**config.mk**
```make
export PLATFORM = sky130hd
export DESIGN_NAME = spi_slave_m
export DESIGN_NICKNAME = d
export VERILOG_FILES = /design/src/rtl/spi_slave_m.sv
export SDC_FILE = /design/constraint.sdc
export NUM_CORES = 1
export LEC_CHECK = 0
export CORE_ASPECT_RATIO = 0.6
export CORE_MARGIN = 8
export CORE_UTILIZATION = 25
export DETAILED_ROUTE_END_ITERATION = 16
export GPL_TIMING_DRIVEN = 1
export SYNTH_ARGS = -nofsm -noshare
export SYNTH_HDL_FRONTEND = slang
export SYNTH_SLANG_ARGS = --single-unit
```
**constraint.sdc**
```tcl
create_clock -name CLK -period 3.1 [get_ports CLK]
set_clock_uncertainty 0.15 [all_clocks]
set_input_delay 0.93 -clock CLK [delete_from_list [all_inputs] [get_ports CLK]]
set_output_delay 0.93 -clock CLK [all_outputs]
set_load 0.01 [all_outputs]
```
**src/rtl/spi_slave_m.sv**
```systemverilog
// SPI mode-0 slave: SCK/CS/MOSI oversampled in the CLK domain, MSB-first 8-bit bytes,
// one-deep transmit holding register with ready/load handshake.
module spi_slave_m #(
   parameter int          SYNC_STAGES = 2,
   parameter logic [7:0]  DEFAULT_TX  = 8'hFF
) (
   input  logic       CLK,
   input  logic       RST,
   input  logic       CS,
   input  logic       SCK,
   input  logic       MOSI,
   output logic       MISO,
   input  logic [7:0] TX_DATA,
   input  logic       TX_LOAD,
   output logic       TX_READY,
   output logic [7:0] RX_DATA,
   output logic       RX_VALID,
   output logic       UNDERRUN,
   output logic       FRAME_ERR
);

   typedef enum logic {S_IDLE, S_ACTIVE} state_t;

   logic [SYNC_STAGES-1:0] r_cs_sync;
   logic [SYNC_STAGES-1:0] r_sck_sync;
   logic [SYNC_STAGES-1:0] r_mosi_sync;
   logic                   r_cs_d;
   logic                   r_sck_d;

   state_t     r_state;
   logic [2:0] r_bitcnt;
   logic [6:0] r_rx_shift;
   logic [7:0] r_tx_shift;
   logic [7:0] r_hold;
   logic       r_tx_ready;
   logic       r_byte_done;
   logic       r_miso;
   logic [7:0] r_rx_data;
   logic       r_rx_valid;
   logic       r_underrun;
   logic       r_frame_err;

   logic       w_cs;
   logic       w_sck;
   logic       w_mosi;
   logic       w_cs_fall;
   logic       w_cs_rise;
   logic       w_sck_rise;
   logic       w_sck_fall;
   logic [2:0] w_cnt_inc;
   logic [2:0] w_cnt_after;
   logic       w_reload;
   logic       w_consume;
   logic       w_load_ok;
   logic [7:0] w_hold_val;

   always_ff @(posedge CLK) begin
      if (RST) begin
         r_cs_sync   <= '1;
         r_sck_sync  <= '0;
         r_mosi_sync <= '0;
         r_cs_d      <= 1'b1;
         r_sck_d     <= 1'b0;
      end else begin
         r_cs_sync   <= {r_cs_sync[SYNC_STAGES-2:0], CS};
         r_sck_sync  <= {r_sck_sync[SYNC_STAGES-2:0], SCK};
         r_mosi_sync <= {r_mosi_sync[SYNC_STAGES-2:0], MOSI};
         r_cs_d      <= w_cs;
         r_sck_d     <= w_sck;
      end
   end

   assign w_cs        = r_cs_sync[SYNC_STAGES-1];
   assign w_sck       = r_sck_sync[SYNC_STAGES-1];
   assign w_mosi      = r_mosi_sync[SYNC_STAGES-1];
   assign w_cs_fall   = r_cs_d & ~w_cs;
   assign w_cs_rise   = ~r_cs_d & w_cs;
   assign w_sck_rise  = ~r_sck_d & w_sck;
   assign w_sck_fall  = r_sck_d & ~w_sck;
   assign w_cnt_inc   = r_bitcnt + 3'd1;
   assign w_cnt_after = w_sck_rise ? w_cnt_inc : r_bitcnt;
   // A byte boundary reload is suppressed when the frame is ending in the same cycle.
   assign w_reload    = (r_state == S_ACTIVE) & w_sck_fall & (r_bitcnt == 3'd0)
                        & r_byte_done & ~w_cs_rise;
   assign w_consume   = ((r_state == S_IDLE) & w_cs_fall) | w_reload;
   assign w_load_ok   = TX_LOAD & r_tx_ready;
   assign w_hold_val  = r_tx_ready ? DEFAULT_TX : r_hold;

   always_ff @(posedge CLK) begin
      if (RST) begin
         r_state     <= S_IDLE;
         r_bitcnt    <= 3'd0;
         r_rx_shift  <= 7'd0;
         r_tx_shift  <= DEFAULT_TX;
         r_hold      <= 8'd0;
         r_tx_ready  <= 1'b1;
         r_byte_done <= 1'b0;
         r_miso      <= 1'b0;
         r_rx_data   <= 8'd0;
         r_rx_valid  <= 1'b0;
         r_underrun  <= 1'b0;
         r_frame_err <= 1'b0;
      end else begin
         r_rx_valid  <= 1'b0;
         r_underrun  <= 1'b0;
         r_frame_err <= 1'b0;
         r_miso      <= ~w_cs & r_tx_shift[7];

         // Consumption is evaluated first; a full register keeps TX_READY low so a
         // simultaneous load cannot overwrite it.
         if (w_consume) begin
            if (r_tx_ready) r_underrun <= 1'b1;
            else            r_tx_ready <= 1'b1;
         end
         if (w_load_ok) begin
            r_hold     <= TX_DATA;
            r_tx_ready <= 1'b0;
         end

         case (r_state)
            S_IDLE: begin
               r_tx_shift <= w_hold_val;
               r_bitcnt   <= 3'd0;
               if (w_cs_fall) begin
                  r_state     <= S_ACTIVE;
                  r_byte_done <= 1'b0;
               end
            end
            S_ACTIVE: begin
               if (w_sck_rise) begin
                  r_rx_shift <= {r_rx_shift[5:0], w_mosi};
                  r_bitcnt   <= w_cnt_inc;
                  if (r_bitcnt == 3'd7) begin
                     r_rx_data   <= {r_rx_shift, w_mosi};
                     r_rx_valid  <= 1'b1;
                     r_byte_done <= 1'b1;
                  end
               end
               if (w_sck_fall) begin
                  if (r_bitcnt != 3'd0) r_tx_shift <= {r_tx_shift[6:0], 1'b0};
                  else if (w_reload)    r_tx_shift <= w_hold_val;
               end
               if (w_cs_rise) begin
                  r_state  <= S_IDLE;
                  r_bitcnt <= 3'd0;
                  if (w_cnt_after != 3'd0) r_frame_err <= 1'b1;
               end
            end
            default: r_state <= S_IDLE;
         endcase
      end
   end

   assign MISO      = r_miso;
   assign TX_READY  = r_tx_ready;
   assign RX_DATA   = r_rx_data;
   assign RX_VALID  = r_rx_valid;
   assign UNDERRUN  = r_underrun;
   assign FRAME_ERR = r_frame_err;

endmodule

```
-- Word level (Yosys, flattened, before mapping)
Cells that the tools add are included.
- flip-flop bits (word level): 49
- bits of input ports: 14
- output and inout bits: 13
- logic and storage cells: 75
- add/sub/neg operators: 1
- equal/unequal tests: 6
- mux-type cells: 20
- bitwise logic cells: 20
- reductions and logical operators: 11
- operators with widths (cell ; count):
    8-bit 2-to-1 mux ; 4
    8-bit one-hot mux with 2 select lines ; 1
    1-bit AND ; 11
    1-bit 2-to-1 mux ; 10
    1-bit NOT ; 8
    3-bit 2-to-1 mux ; 2
    2-bit by 1-bit != test with 1-bit output, second input constant ; 3
    3-bit one-hot mux with 2 select lines ; 1
    3-bit AND reduction ; 2
    3-bit nonzero test ; 2
    3-bit OR reduction ; 2
    1-bit one-hot mux with 2 select lines ; 2
    2-bit AND reduction ; 2
    3-bit by 1-bit adder with 3-bit output, second input constant ; 1
    3-bit == test, second input constant ; 1
    3-bit logical NOT ; 1
    3-bit by 1-bit != test with 1-bit output, second input constant ; 1
    2-bit != test, second input constant ; 1
    2-bit nonzero test ; 1
    2-bit OR reduction ; 1
    1-bit OR ; 1

-- Depth between registers and ports, before layout
- depth in word-level cells: 10
- mapped depth: 7
- mapped depth without buffers: 6

-- Worst setup path before layout
No wires, ideal clock.
- path type: in2reg
- start point: in RST
- end point: reg r_cs_sync[0]
- setup time: 0.123 ns
- arrival: 1.576 ns
- data required time: 2.827 ns
- slack: 1.251 ns
- stages: 3
- buffers on the path: 2
- cells stage by stage: clkbuf_1 clkbuf_1 or2_2
- RTL lines (what ; line ; text):
    start: declaration ; 8 ; input logic RST,
    end signal: assignment ; 65 ; r_cs_sync <= {r_cs_sync[SYNC_STAGES-2:0], CS};
    end: declaration ; 24 ; logic [SYNC_STAGES-1:0] r_cs_sync;
No word-level cell between the ends.

-- Final worst setup path
- start point: reg r_tx_ready (netlist: TX_READY)
- end point: out TX_READY
- RTL lines (what ; line ; text):
    start: declaration ; 35 ; logic r_tx_ready;
    start signal: assignment ; 96 ; r_tx_ready <= 1'b1;
    start signal: assignment ; 113 ; else r_tx_ready <= 1'b1;
    start signal: assignment ; 117 ; r_tx_ready <= 1'b0;
    end: declaration ; 15 ; output logic TX_READY,
No word-level cell between the ends.

==> results.ini <==
[outcome]
outcome=finished clean

[setup_path]
crit_family=buffers and inverters
worstPathArrival_ns=1.46
regToRegStartpoint=r_bitcnt[0]
critPathBufInv=1
crit_path_start_kind=flip-flop
endpoint=TX_READY
cp-startpoint=TX_READY
r2r-end=r_tx_shift[3]
rr_worst_depth=6
crit_chain=clkdlybuf4s50_1
critPathMaxFanout=13
path_class=reg -> out
required_ns=2.02
rrSetupSlack_ns=1.22
cp.depth=1
critPathSlowestCell=clkdlybuf4s50_1
slowest_delay_ns=0.62
end_kind=output port

[drt]
dr_total_vias=1530
viasPerCell=4.42
drt-total-wl_um=4210
drcViolationCount=0
wire_per_inst_um=12.2
drt-initial-drc-count=101
dr.pass1.iters=4
ant_nets=0

[global_routing]
grt_pass1_vias=1403
grt_max_degree=23
grt_remaining_overflow=0
grt_util_all_layers_pct=8.00
antenna_found_initial=0
grt_first_pass_wirelength_um=6970

[logic_synthesis]
ys_seq_elements=49
syn_inst=219
syn_area_sq_um=1910
synth_area_leader_cell=dfxtp_1
synth_area_leaders=dfxtp_1 (51%), nand2_1 (8.3%), a21oi_1 (6.6%)
synth.yosys.seq_area_share_pct=51.4
synth_area_per_cell_sq_um=8.71
synth_top_area_share_pct=51.4
synth_ff_type=dfxtp_1
synth.distinct_cells=33
yosys-top-cells-count=dfxtp_1 (49), nand2_1 (42), a21oi_1 (25)
yosysMostFrequentCell=dfxtp_1
synth_fp_nets=236
synth-edff-count=0
yosysWarningCount=0
async_flop_share_pct=0

[cts]
postCtsSetupBuffers=0
worstSkewPairLatency_ns=0.28
cts_root_buf=clkbuf_16
ctsResizeCount=0
clk_pin_slew_ns=0.06
htree_levels=2
cts_sinks=49
numCtsBuffers=5
cts.path.max_buffers=2
cts_tree=yes
cts_hold_buffers=0

[die]
fp.dieArea_sq_um=10800
start_util_pct=26.0
fp.coreArea_sq_um=7330
rows=24
ioPinCount=27
die_h_um=83.7
die_x_um=129

[place]
port_buffers=26
place_congestion=0.808
dp.cells=338
hpwl_um=3130

[power]
ir_drop_v=0.000236
p_per_area_nw_per_um2=540
power.leakage_nw=0.822

[sta]
finalSetupTns_ns=0
hold_violations=0
drv_slew=0
worst_pin_slew_ns=0.519
fmax_mhz=394
fin_crit_ns=2.54
finalCritPeriodShare_pct=81.9
relSlewSlack_pct=65.4
grt_setup_unrepaired=no
setup_viol=0

[final_layout]
n_fill_cell=775
final_nets=258
antennaDiodeCount=0
stdcell_count=346
area_growth_pct=25.5
drive_gt1_share_pct=7.44

[worst_hold_path]
hold_class=reg -> reg

[run]
maxCapViolations=0

[flip-flops by register name (all words and copies together) (netlist names), 2 cells and up]
register     flops
RX_DATA          8
r_hold           8
r_tx_shift       8
r_rx_shift       7
r_bitcnt         3
r_cs_sync        2
r_mosi_sync      2
r_sck_sync       2
[worst min path at each step]
| stage | from | endpoint | slack, ns | cells past startpoint |
|---|---|---|---|---|
| 3_3_place_gp | r_cs_sync[0] | r_cs_sync[1] | 0.24 | 1 |
| 4_1_cts | r_cs_sync[0] | r_cs_sync[1] | 0.26 | 1 |
| 6_report | r_cs_sync[0] | r_cs_sync[1] | 0.26 | 1 |
| 2_1_floorplan | r_cs_sync[0] | r_cs_sync[1] | 0.24 | 1 |
| 5_1_grt | r_cs_sync[0] | r_cs_sync[1] | 0.28 | 1 |
| 3_5_place_dp | r_cs_sync[0] | r_cs_sync[1] | 0.25 | 1 |
[final cells by class]
type / count / area [sq um] / share of cell area (%)
Clock buffer: 5 / 125 / 5.23
Sequential cell: 49 / 981 / 41.0
Timing Repair Buffer: 30 / 290 / 12.1
Multi-Input combinational cell: 150 / 831 / 34.7
Clock inverter: 3 / 17.5 / 0.732
Tap cell: 104 / 130 / 5.44
Inverter: 5 / 18.8 / 0.784
[layout by cell type (no fill, tap or decap), types with 2 or more instances in the layout]
master and n:
dfxtp_1 49, nand2_1 42, clkdlybuf4s50_1 26, a21oi_1 25
nor2_1 11, nand3_1 9, nor3_1 8, nor4_1 8
a211o_1 8, nor2b_1 7, a211oi_1 7, inv_1 5
clkbuf_16 5, buf_4 4, or2_2 3, ha_1 3
nand2b_1 2, nand3b_1 2, and2_1 2, clkinv_2 2
[power breakdown]
part	switching, W	total (W)	internal (W)
clock network	0.000224	0.000519	0.000296
logic	0.0000516	0.000102	0.0000505
registers	0.0000178	0.000672	0.000654
[cell families (layout without fill, tap and decap cells)]
family / count (synthesis) / after routing / synth area share [%]
compound gates: 45 / 45 / 15.0
simple gates: 100 / 100 / 25.6
flops: 49 / 49 / 51.4
mux: 1 / 1 / 0.525
xor+xnor: 1 / 1 / 0.459
fa+ha+maj: 3 / 3 / 1.97
buf+inv: 20 / 43 / 4.99
[stage by stage]
stage / total power [W] / util, % / cell area (sq um) / hold slack (ns) / setup slack (ns)
4_1_cts: 0.00131 / 32.7 / 2390 / 0.262 / 0.558
6_report: 0.00129 / 32.7 / 2390 / 0.258 / 0.560
5_1_grt: 0.00136 / 32.7 / 2390 / 0.284 / 0.466
3_3_place_gp: 0.000787 / 30.7 / 2250 / 0.241 / 0.885
3_5_place_dp: 0.000788 / 30.7 / 2250 / 0.247 / 0.858
2_1_floorplan: 0.000752 / - / 1910 / 0.239 / 1.25
[layer usage]
| layer | vias up | GRT usage, % | share of wire (%) | routed length (um) |
|---|---|---|---|---|
| li1 | 795 | - | - | - |
| met1 | 688 | 12.3 | 58 | 2430 |
| met2 | 42 | 9.56 | 35 | 1470 |
| met3 | 5 | 3.06 | 6.7 | 284 |
| met4 | 0 | 2.23 | 0.69 | 29 |
| met5 | - | 0 | 0 | 0 |
(Power assumes the default switching activity.)
